**config.mk**
```make
export PLATFORM = sky130hd
export DESIGN_NAME = serial_shift_right_flat
export DESIGN_NICKNAME = d
export VERILOG_FILES = /design/src/rtl/riscv_pkg.sv /design/src/rtl/serial_shift_right_if.sv /design/src/rtl/shift_1_right.sv /design/src/rtl/serial_shift_right.sv /design/src/flat_wrapper.sv
export SDC_FILE = /design/constraint.sdc
export NUM_CORES = 1
export LEC_CHECK = 0
export CAP_MARGIN = 5
export CORE_UTILIZATION = 32
export DETAILED_ROUTE_END_ITERATION = 8
export PLACE_DENSITY_LB_ADDON = 0.12
export SLEW_MARGIN = 10
export SYNTH_ARGS = -nofsm -noshare
export SYNTH_HDL_FRONTEND = slang
export SYNTH_SLANG_ARGS = --single-unit
```
**constraint.sdc**
```tcl
create_clock -name clk -period 2.1 [get_ports clk]
set_clock_uncertainty 0.2 [all_clocks]
set_input_delay 0.315 -clock clk [delete_from_list [all_inputs] [get_ports clk]]
set_output_delay 0.315 -clock clk [all_outputs]
set_load 0.01 [all_outputs]
```
**src/rtl/riscv_pkg.sv**
```systemverilog
// Shared core definitions: datapath widths, shift-unit FSM states and
// shift-kind encodings used by the execute-stage shifters.
package riscv_pkg;

  localparam int XLEN = 32;
  localparam int SHW  = 5;

  typedef enum logic [1:0] {
    IDLE,
    SHIFT,
    DONE
  } shift_state_t;

  localparam logic SH_LOGICAL = 1'b0;
  localparam logic SH_ARITH   = 1'b1;

endpackage

```
**src/rtl/serial_shift_right_if.sv**
```systemverilog
// Request/response handshake bundle for the serial right shifter.
// The master issues shift requests and consumes results.
interface serial_shift_right_if
  import riscv_pkg::*;
#(
  parameter int XLEN = riscv_pkg::XLEN,
  parameter int SHW  = riscv_pkg::SHW
);

  logic            in_valid;
  logic            in_ready;
  logic            in_arith;
  logic [XLEN-1:0] in_operand;
  logic [SHW-1:0]  in_shamt;
  logic            out_valid;
  logic            out_ready;
  logic [XLEN-1:0] out_result;

  modport master (
    output in_valid,
    output in_arith,
    output in_operand,
    output in_shamt,
    output out_ready,
    input  in_ready,
    input  out_valid,
    input  out_result
  );

  modport slave (
    input  in_valid,
    input  in_arith,
    input  in_operand,
    input  in_shamt,
    input  out_ready,
    output in_ready,
    output out_valid,
    output out_result
  );

endinterface

```
**src/rtl/shift_1_right.sv**
```systemverilog
// Single-bit right step: logical (zero fill) or arithmetic (sign fill).
module shift_1_right
  import riscv_pkg::*;
#(
  parameter int XLEN = riscv_pkg::XLEN
) (
  input  logic [XLEN-1:0] in,
  input  logic            arith,
  output logic [XLEN-1:0] out
);

  logic fill;

  assign fill = (arith == SH_ARITH) ? in[XLEN-1] : 1'b0;
  assign out  = {fill, in[XLEN-1:1]};

endmodule

```
**src/rtl/serial_shift_right.sv**
```systemverilog
// Multi-cycle SRL/SRA unit: one bit per clock, valid/ready handshake,
// abortable by pipeline flush.
module serial_shift_right
  import riscv_pkg::*;
#(
  parameter int XLEN = riscv_pkg::XLEN,
  parameter int SHW  = riscv_pkg::SHW
) (
  input logic                 clk,
  input logic                 rst_n,
  input logic                 flush,
  serial_shift_right_if.slave s
);

  shift_state_t    state_q, state_d;
  logic [XLEN-1:0] data_q, data_d;
  logic [SHW-1:0]  cnt_q, cnt_d;
  logic            arith_q, arith_d;
  logic [XLEN-1:0] step;

  shift_1_right #(.XLEN(XLEN)) u_step (
    .in    (data_q),
    .arith (arith_q),
    .out   (step)
  );

  always_ff @(posedge clk or negedge rst_n) begin
    if (!rst_n) begin
      state_q <= IDLE;
      data_q  <= '0;
      cnt_q   <= '0;
      arith_q <= 1'b0;
    end else begin
      state_q <= state_d;
      data_q  <= data_d;
      cnt_q   <= cnt_d;
      arith_q <= arith_d;
    end
  end

  always_comb begin
    state_d = state_q;
    data_d  = data_q;
    cnt_d   = cnt_q;
    arith_d = arith_q;
    unique case (state_q)
      IDLE: begin
        if (s.in_valid && !flush) begin
          data_d  = s.in_operand;
          cnt_d   = s.in_shamt;
          arith_d = s.in_arith;
          state_d = (s.in_shamt == '0) ? DONE : SHIFT;
        end
      end
      SHIFT: begin
        data_d = step;
        cnt_d  = cnt_q - SHW'(1);
        if (cnt_q == SHW'(1)) begin
          state_d = DONE;
        end
      end
      DONE: begin
        if (s.out_ready) begin
          state_d = IDLE;
        end
      end
      default: state_d = IDLE;
    endcase
    // flush wins over every transition, including completion
    if (flush) begin
      state_d = IDLE;
    end
  end

  assign s.in_ready   = (state_q == IDLE);
  assign s.out_valid  = (state_q == DONE);
  assign s.out_result = data_q;

endmodule

```
**src/flat_wrapper.sv**
```systemverilog
// flat-port wrapper written by rule: the top's interface ports become plain ports
module serial_shift_right_flat import riscv_pkg::*;
#(
  parameter int XLEN = riscv_pkg::XLEN,
  parameter int SHW  = riscv_pkg::SHW
)
  (clk, rst_n, flush, s_in_valid, s_in_arith, s_in_operand, s_in_shamt, s_out_ready, s_in_ready, s_out_valid, s_out_result);
  serial_shift_right_if #(.XLEN(XLEN), .SHW(SHW)) s_i ();
  input logic clk;
  input logic rst_n;
  input logic flush;
  input wire logic [$bits(s_i.in_valid)-1:0] s_in_valid;
  input wire logic [$bits(s_i.in_arith)-1:0] s_in_arith;
  input wire logic [$bits(s_i.in_operand)-1:0] s_in_operand;
  input wire logic [$bits(s_i.in_shamt)-1:0] s_in_shamt;
  input wire logic [$bits(s_i.out_ready)-1:0] s_out_ready;
  output wire logic [$bits(s_i.in_ready)-1:0] s_in_ready;
  output wire logic [$bits(s_i.out_valid)-1:0] s_out_valid;
  output wire logic [$bits(s_i.out_result)-1:0] s_out_result;
  assign s_i.in_valid = s_in_valid;
  assign s_i.in_arith = s_in_arith;
  assign s_i.in_operand = s_in_operand;
  assign s_i.in_shamt = s_in_shamt;
  assign s_i.out_ready = s_out_ready;
  assign s_in_ready = s_i.in_ready;
  assign s_out_valid = s_i.out_valid;
  assign s_out_result = s_i.out_result;
  serial_shift_right #(.XLEN(XLEN), .SHW(SHW)) u_core (.clk(clk), .rst_n(rst_n), .flush(flush), .s(s_i));
endmodule
```
==> reports/qor.yml <==
power:
  p_comb_frac: 0.405
  clkPwrFrac: 0.199
  power_frac_seq: 0.396
  static-leakage-power_uw: 0.00129
  total_power_uw: 3130
  switching_share_of_power: 0.295
  power.ir.vdd_worst_mv: 0.522
  power.density_mw_per_mm2: 980
  internal_power_uw: 2210
  power.net_switching_uw: 924
cells_and_area:
  drive_gt1_frac: 0.261
  areaGrowthSynthToFinish_pct: 52.4
  finish.utilization: 0.503
  antenna_cells_inserted: 0
  layout.nets: 297
  fillerInstances: 587
clock_tree:
  cts.sink_count: 40
  cts_max_path_buffers: 2
  path_clk_slew_ps: 80
  cts_inserted_buffers: 5
  clock_insertion_delay_worst_skew_ps: 290
  clock_tree.root_cell: "sky130_fd_sc_hd__clkbuf_8"
  htree_levels: 2
  cts_tree: "built"
sta:
  worstMarginPinSlew_ps: 455
  rsz0062_at_grt: "no"
  layout_min_cycle_time_ps: 2030
  final-hold-violation-count: 0
  setup_total_negative_slack_ps: 0
  final_min_period_over_clock_period: 0.966
  maxSlewHeadroom: 0.693
  timing.hold.ws_ps: 148
  report.final.setup_viol: 0
  fmaxAchievable_mhz: 493
  final-max-slew-violation-count: 0
  worst_slack_setup_final_ps: 72.4
global_route:
  number_of_global_route_vias_before_repair: 1657
  first_pass_grt_wire_length_um: 7960
  grt_use_total: 0.142
  grt_overflow: 0
  antenna_found_initial: 0
  grt_start_max_net_pins: 39
floorplan:
  design.die.area_sq_mm: 0.00688
  core_area_sq_mm: 0.00635
  start_util: 0.330
  num_rows: 29
  pin_count: 77
  die-height_um: 82.9
  die_width_um: 82.9
logic_synthesis:
  async_flop_share: 1.00
  ys_seq_area_frac: 0.478
  total_of_flip_flops_plus_latches_after_synthesis: 40
  syn-num-nets: 206
  synth-edff-count: 0
  synth.avg_cell_area_sq_um: 13.0
  yosysUniqueCellTypes: 33
  syn_inst: 161
  post_synth_instance_area_sq_mm: 0.00210
  synth_flop_cell: "sky130_fd_sc_hd__dfrtp_1"
  ys.warnings.count: 0
setup_path:
  endpoint_kind: "output port"
  critPathKind: "register to output port"
  worstPathMaxFanout: 9
  worstRegToRegCells: 5
  worst-endpoint-required_ps: 1580
  timing.rr.end: "u_core.s.out_result[12]"
  rr_startpoint: "u_core.state_q[1]"
  cp_data_arrival_time_ps: 1510
  worst_setup_path_start_kind: "register"
  reg2reg_setup_slack_ps: 190
job:
  cap_viol_max_count: 0
placed_design:
  routabilityCongestion: 0.783
  dpl_worst_slack_ps: -119
  io_buffers: 76
  detailedPlacementHpwl_um: 3220
route:
  postRouteAntennaNets: 0
  post_drt_via_cell_ratio: 4.79
  route.detailed.wl_per_inst_um: 13.7
  drt-initial-drc-count: 35
  drt-pass1-iter-count: 4
  drc: 0
  totalWireLength_um: 4510
  route.vias.total: 1582
status:
  status: "finished, final reports clean"
worst_hold_path:
  hold_path.class: "input port to async pin"
[final cells by class]
| type | count | area, sq um | area share |
|---|---|---|---|
| Clock inverter | 3 | 42.5 | 0.0133 |
| Sequential cell | 40 | 1000 | 0.314 |
| Inverter | 6 | 22.5 | 0.00705 |
| Multi-Input combinational cell | 106 | 1020 | 0.321 |
| Timing Repair Buffer | 93 | 936 | 0.293 |
| Clock buffer | 5 | 68.8 | 0.0215 |
| Tap cell | 77 | 96.3 | 0.0302 |
[flip-flops by register name, summed over array words and instances (netlist names)]
register             count
u_core.s.out_result     32
u_core.cnt_q             5
u_core.state_q           2
u_core.arith_q           1
[worst max-delay path, cell delays in order, from the launching register on]
cell and delay (ps):
sky130_fd_sc_hd__dfrtp_2 480, sky130_fd_sc_hd__nor2b_1 190, sky130_fd_sc_hd__clkdlybuf4s50_1 560
[cells in the final DEF, fill, tap and decap left out, types with 4 or more instances in the layout]
| master | instances |
|---|---|
| sky130_fd_sc_hd__buf_12 | 4 |
| sky130_fd_sc_hd__buf_4 | 12 |
| sky130_fd_sc_hd__clkbuf_8 | 5 |
| sky130_fd_sc_hd__clkdlybuf4s50_1 | 75 |
| sky130_fd_sc_hd__dfrtp_1 | 38 |
| sky130_fd_sc_hd__inv_1 | 6 |
| sky130_fd_sc_hd__mux2_1 | 26 |
| sky130_fd_sc_hd__mux2_2 | 36 |
| sky130_fd_sc_hd__nand2_1 | 4 |
| sky130_fd_sc_hd__nor2_1 | 4 |
[power groups by stage]
stage / combinational (uW) / sequential, uW / clock, uW
after floorplan: 520 / 1320 / 0
after global placement: 1270 / 1260 / 0
after detailed placement: 1280 / 1260 / 0
after CTS: 1290 / 1250 / 644
after global routing: 1370 / 1290 / 680
final: 1270 / 1240 / 623
[worst max path at each step]
stage	startpoint	to	slack, ps	cells after the start
6_report	u_core.state_q[0]	s_out_valid	70	2
5_1_grt	u_core.state_q[0]	s_out_valid	1	2
4_1_cts	u_core.state_q[1]	s_out_valid	10	2
3_5_place_dp	flush	u_core.cnt_q[4]	-120	6
3_3_place_gp	flush	u_core.cnt_q[3]	20	6
2_1_floorplan	u_core.state_q[1]	u_core.s.out_result[30]	350	5
[through the flow]
step | cells | cell area [sq um]
6_report | 330 | 3190
5_1_grt | 330 | 3190
4_1_cts | 329 | 3190
3_5_place_dp | 320 | 3060
3_3_place_gp | 320 | 3060
2_1_floorplan | 161 | 2100
[synthesized netlist by cell type (2+ instances only)]
master | count | area [sq um]
sky130_fd_sc_hd__buf_2 | 5 | 25.0
sky130_fd_sc_hd__nor2_1 | 4 | 15.0
sky130_fd_sc_hd__o21ai_0 | 2 | 10.0
sky130_fd_sc_hd__nor4bb_1 | 2 | 20.0
sky130_fd_sc_hd__nand3b_1 | 2 | 15.0
sky130_fd_sc_hd__nor2b_1 | 3 | 18.8
sky130_fd_sc_hd__a21oi_1 | 3 | 15.0
sky130_fd_sc_hd__inv_1 | 6 | 22.5
sky130_fd_sc_hd__a311oi_1 | 2 | 17.5
sky130_fd_sc_hd__ha_1 | 2 | 25.0
sky130_fd_sc_hd__a211oi_1 | 3 | 22.5
sky130_fd_sc_hd__nor4b_1 | 2 | 17.5
sky130_fd_sc_hd__buf_6 | 3 | 33.8
sky130_fd_sc_hd__mux2_1 | 26 | 293
sky130_fd_sc_hd__mux2_2 | 36 | 405
sky130_fd_sc_hd__nand2_1 | 4 | 15.0
sky130_fd_sc_hd__dfrtp_1 | 40 | 1000
[kinds of logic after synthesis]
family	count (synthesis)	synth area share
and+or+nand+nor	23	0.0692
buffers and inverters	15	0.0406
DFF	40	0.478
adders and majority gates	2	0.0119
AOI/OAI and AO/OA	18	0.0627
muxes	63	0.338
[routing by layer]
layer / up-vias / share of wire / global-route usage / routed length (um)
li1: 775 / - / - / -
met1: 751 / 0.48 / 0.190 / 2180
met2: 50 / 0.44 / 0.224 / 2000
met3: 6 / 0.061 / 0.0398 / 277
met4: 0 / 0.012 / 0.0423 / 55
met5: - / 0 / 0 / 0
[timing repair]
item,in CTS,in global routing
endpoints found under the setup margin,1,1
buffers inserted,0,1
resized for setup,1,1
hold buffers,1,0
hold endpoints to repair,40,0
Power figures use the tool's default switching activity.
==> edit 1: new RTL, config.mk and constraints unchanged <==
`XLEN`: 32 -> 16.
--- a/src/rtl/riscv_pkg.sv
+++ b/src/rtl/riscv_pkg.sv
@@ -2,7 +2,7 @@
 // shift-kind encodings used by the execute-stage shifters.
 package riscv_pkg;
 
-  localparam int XLEN = 32;
+  localparam int XLEN = 16;
   localparam int SHW  = 5;
 
   typedef enum logic [1:0] {
Ports: changed (resized s_in_operand and s_out_result); port bits go from 77 to 45. No check against the original RTL was run, so the function may have changed too.
==> edit 1 against the original RTL <==
- wire length down 35%
- first-iteration DRC count rose by 49%
- global-route usage down 0.15 points
- total power is 41% lower
- worst setup slack gained 18 ps
- clock power decreased by 50%
- area after synthesis down 35%
- worst hold slack better by 67 ps
- cell area shrank 39%
- non-clock buffer count fell by 41
- via count fell by 36%
- sequential cell count fell by 16
- critical path type unchanged
==> edit 1: results <==
[clock_tree]
htreeDepth = 1
numCtsBuffers = 3
clk_latency_ps = 260
path_clk_slew_ps = 90

[synth]
yosys-mux-area-fraction_pct = 29.28
syn_inst = 105
synthAdderAreaFrac_pct = 1.830
yosys_most_used_dff = dfrtp_1
synth_seq_cells = 24
yosysSeqAreaShare_pct = 43.92
synth_fp_nets = 134
synth-compound-area-share_pct = 9.332
synthTopCellsByCount = dfrtp_1 (24), mux2_2 (24), mux2_4 (8)
ys_top_cells_by_area = dfrtp_1 (44%), mux2_2 (20%), mux2_4 (8.8%)

[worst_setup_path]
worstRegToRegCells = 4
r2r_end = u_core.s.out_result[2]$_DFFE_PN0P_
cp.arrival_ps = 1490
reg2reg_from = u_core.state_q[0]$_DFFE_PN0P_
r2r_slack_ps = 310
cp_max_fo = 10

[grt]
grt_pass1_vias = 1014
grt_usage_pct = 14.05
grt_pass1_wl_mm = 4.726
grt_max_degree = 25

[routing]
drt-total-wl_mm = 2.923
drtPass1Iterations = 3
viasPerCell = 4.951
drt_iter0_drc = 52
wl_per_cell_um = 14.19

[cells_and_area]
drive_gt1_share_pct = 30.77
n_antenna_cell = 0
clockNetworkAreaShare_pct = 2.815
largest_reg_flops = 16
multi_input_cells = 70
fillers = 365
nonClkBufAreaFrac_pct = 26.87
nClkBuffers = 4
num-nets-final = 186
nNonClkBuffers = 52
multi_input_area_um2 = 688.2
seqAreaFraction_pct = 30.77

[place]
placed_cells = 202
gp_congestion = 0.7602
dp.final_hpwl_mm = 2.187
port_buffers = 44
pre_cts_ws_ps = 69.71

[sta]
worst_pin_slew_ps = 458.7
worst_hold_slack_ps = 214.1

[power_and_ir_drop]
ir_worst_vdd_v = 0.0004944
power_leakage_uw = 0.0008062

[run_status]
outcome = completed

[hold_path]
hold_class = in -> async
[edit 1: cell types whose count changed in the layout (fill, tap and decap cells not counted), moves of 2 or more]
cell / unedited run / this run
buf_4: 12 / 6
mux2_2: 36 / 24
dfrtp_1: 38 / 23
a21oi_1: 3 / 1
clkdlybuf4s50_1: 75 / 44
mux2_4: 0 / 8
mux2_1: 26 / 0
nand2_1: 4 / 2
buf_12: 4 / 2
nor4bb_1: 2 / 0
[edit 1: worst max-delay path, cell delays in order (launching register included)]
cell             delay (ps)
dfrtp_2                 500
nor2b_1                 180
clkdlybuf4s50_1         560
[edit 1: worst max-delay path by stage]
stage                                          to  slack [ps]                           from
3_3_place_gp           u_core.arith_q$_DFFE_PN0P_         120                          flush
4_1_cts                               s_out_valid          30  u_core.state_q[0]$_DFFE_PN0P_
3_5_place_dp           u_core.arith_q$_DFFE_PN0P_          70                          flush
5_1_grt                               s_out_valid          30  u_core.state_q[0]$_DFFE_PN0P_
2_1_floorplan  u_core.s.out_result[3]$_DFFE_PN0P_         380  u_core.state_q[1]$_DFFE_PN0P_
6_report                              s_out_valid          90  u_core.state_q[0]$_DFFE_PN0P_
[edit 1: power by group]
group          internal [uW]  switching, uW  leakage (uW)
logic                    504            268      0.000496
registers                619            141      0.000282
clock network            167            144     0.0000288
[edit 1: metrics by stage]
| step | cell area, um^2 | utilization, % |
|---|---|---|
| global placement | 1899 | 46.81 |
| finish | 1956 | 48.20 |
| floorplan | 1368 | - |
| CTS | 1954 | 48.17 |
| detailed placement | 1899 | 46.81 |
| global route | 1956 | 48.20 |
[edit 1: metal layers]
metal,track usage [%],routed length [um]
met1,18.51,1277
met2,22.50,1475
met3,3.716,150
met4,3.989,20
met5,0,0
[edit 1: repair_timing]
action,CTS,global route
gates resized for setup,0,1
endpoints found under the setup margin,0,1
hold buffers,0,0
==> edit 2: new RTL, same settings <==
Without the edit above. Re-encode `shift_state_t` (3 states) as one-hot, 3 bits wide.
--- a/src/rtl/riscv_pkg.sv
+++ b/src/rtl/riscv_pkg.sv
@@ -5,10 +5,10 @@
   localparam int XLEN = 32;
   localparam int SHW  = 5;
 
-  typedef enum logic [1:0] {
-    IDLE,
-    SHIFT,
-    DONE
+  typedef enum logic [2:0] {
+    IDLE  = 3'b001,
+    SHIFT = 3'b010,
+    DONE  = 3'b100
   } shift_state_t;
 
   localparam logic SH_LOGICAL = 1'b0;
Function: same outputs for any inputs over 10 cycles, from zero or initial values and one cycle with rst_n low; not proved beyond that.
==> edit 2 against the original RTL <==
- cell area shrank 8.5%
- fmax grew 4.1%
- sequential cell count grew 1
- via count grew 16%
- area after synthesis shrank 9.6%
- first-iteration DRC count grew 130%
- worst setup slack gained 80 ps
- total power shrank 20%
- wire length grew 13%
- critical endpoint is now u_core.state_q[2]$_DFFE_PN0P_
- largest cell class is now flip-flops and latches
==> edit 2: results <==
[run_status]
outcome = completed

[synth]
synth_most_common_cell = nor2_1
synth_fp_nets = 257
ys_top_cells_by_area = dfrtp_1 (53%), nor2_1 (11%), o22ai_1 (7.3%)
synthTopCellsByCount = nor2_1 (57), dfrtp_1 (40), nand2_1 (30)
netlist-cell-type-count = 32
synth.avg_cell_area_um2 = 8.935
yosysSeqAreaShare_pct = 54.23

[cells_and_area]
drive_gt1_share_pct = 10.00
largest_reg_flops = 32
stdcell_count = 372
num-nets-final = 344

[hold_path]
hold_class = reg -> reg

[routing]
num_vias = 1841
drt_iter0_drc = 80
wl_per_cell_um = 13.74

[worst_setup_path]
cp_max_fo = 6
worstRegToRegCells = 4
cp.arrival_ps = 1930
crit_slowest_cell = or3b_1
cpPeakStageDelay_ps = 480

[place]
placed_cells = 363
pre_cts_ws_ps = 64.57
gp_congestion = 0.8415
dp.final_hpwl_mm = 3.686
placedInstanceArea_um2 = 2800

[grt]
grt_pass1_vias = 1742
grt_max_degree = 42
grt_usage_pct = 17.40
grt_pass1_wl_mm = 8.286

[clock_tree]
root_buffer = clkbuf_8
numCtsBuffers = 5
cts_resized = 2

[power_and_ir_drop]
ir_worst_vdd_v = 0.0003813
power_leakage_uw = 0.001229

[sta]
worst_pin_slew_ps = 517.5
## edit 2: logic make-up (layout without fill, tap and decap cells)
family	Yosys count	count (layout)	share of synthesized area, %
and+or+nand+nor	105	105	23.78
AOI/OAI and AO/OA	47	47	16.51
DFF	41	41	54.23
buffers and inverters	16	104	3.566
adders and majority gates	2	2	1.321
muxes	1	1	0.5944
## edit 2: final timing paths
kind,startpoint,to,slack (ps)
max in group asynchronous,rst_n,u_core.state_q[0]$_DFFE_PN1P_,920
min in group asynchronous,rst_n,u_core.s.out_result[27]$_DFFE_PN0P_,400
max reg2reg,u_core.state_q[2]$_DFFE_PN0P_,u_core.state_q[2]$_DFFE_PN0P_,150
min reg2reg,u_core.s.out_result[0]$_DFFE_PN0P_,u_core.s.out_result[0]$_DFFE_PN0P_,310
min,u_core.s.out_result[0]$_DFFE_PN0P_,u_core.s.out_result[0]$_DFFE_PN0P_,310
max,u_core.state_q[2]$_DFFE_PN0P_,u_core.state_q[2]$_DFFE_PN0P_,150
## edit 2: final cells by class
class | instances | area [um^2]
inverter | 4 | 15.01
clock inverter | 1 | 30.03
fill | 568 | 2684
tap | 72 | 90.09
multi-input combinational | 155 | 799.5
sequential | 41 | 1027
clock buffer | 7 | 86.33
timing repair buffer | 92 | 875.8
## edit 2: critical path: cells and delay by family, from the launching register on
kind | cells | cell delay, ps
and+or+nand+nor | 1 | 480
DFF | 1 | 400
muxes | 1 | 350
AOI/OAI and AO/OA | 2 | 410
## edit 2: layer usage
metal  track usage [%]  part of all wire, %
met1             22.17                   45
met2             27.65                   47
met3             4.483                  5.7
met4             8.000                  2.2
met5                 0                    0
## edit 2: power by group
group	internal, uW	switching (uW)
Sequential	958	141
Clock	388	277
Combinational	440	305
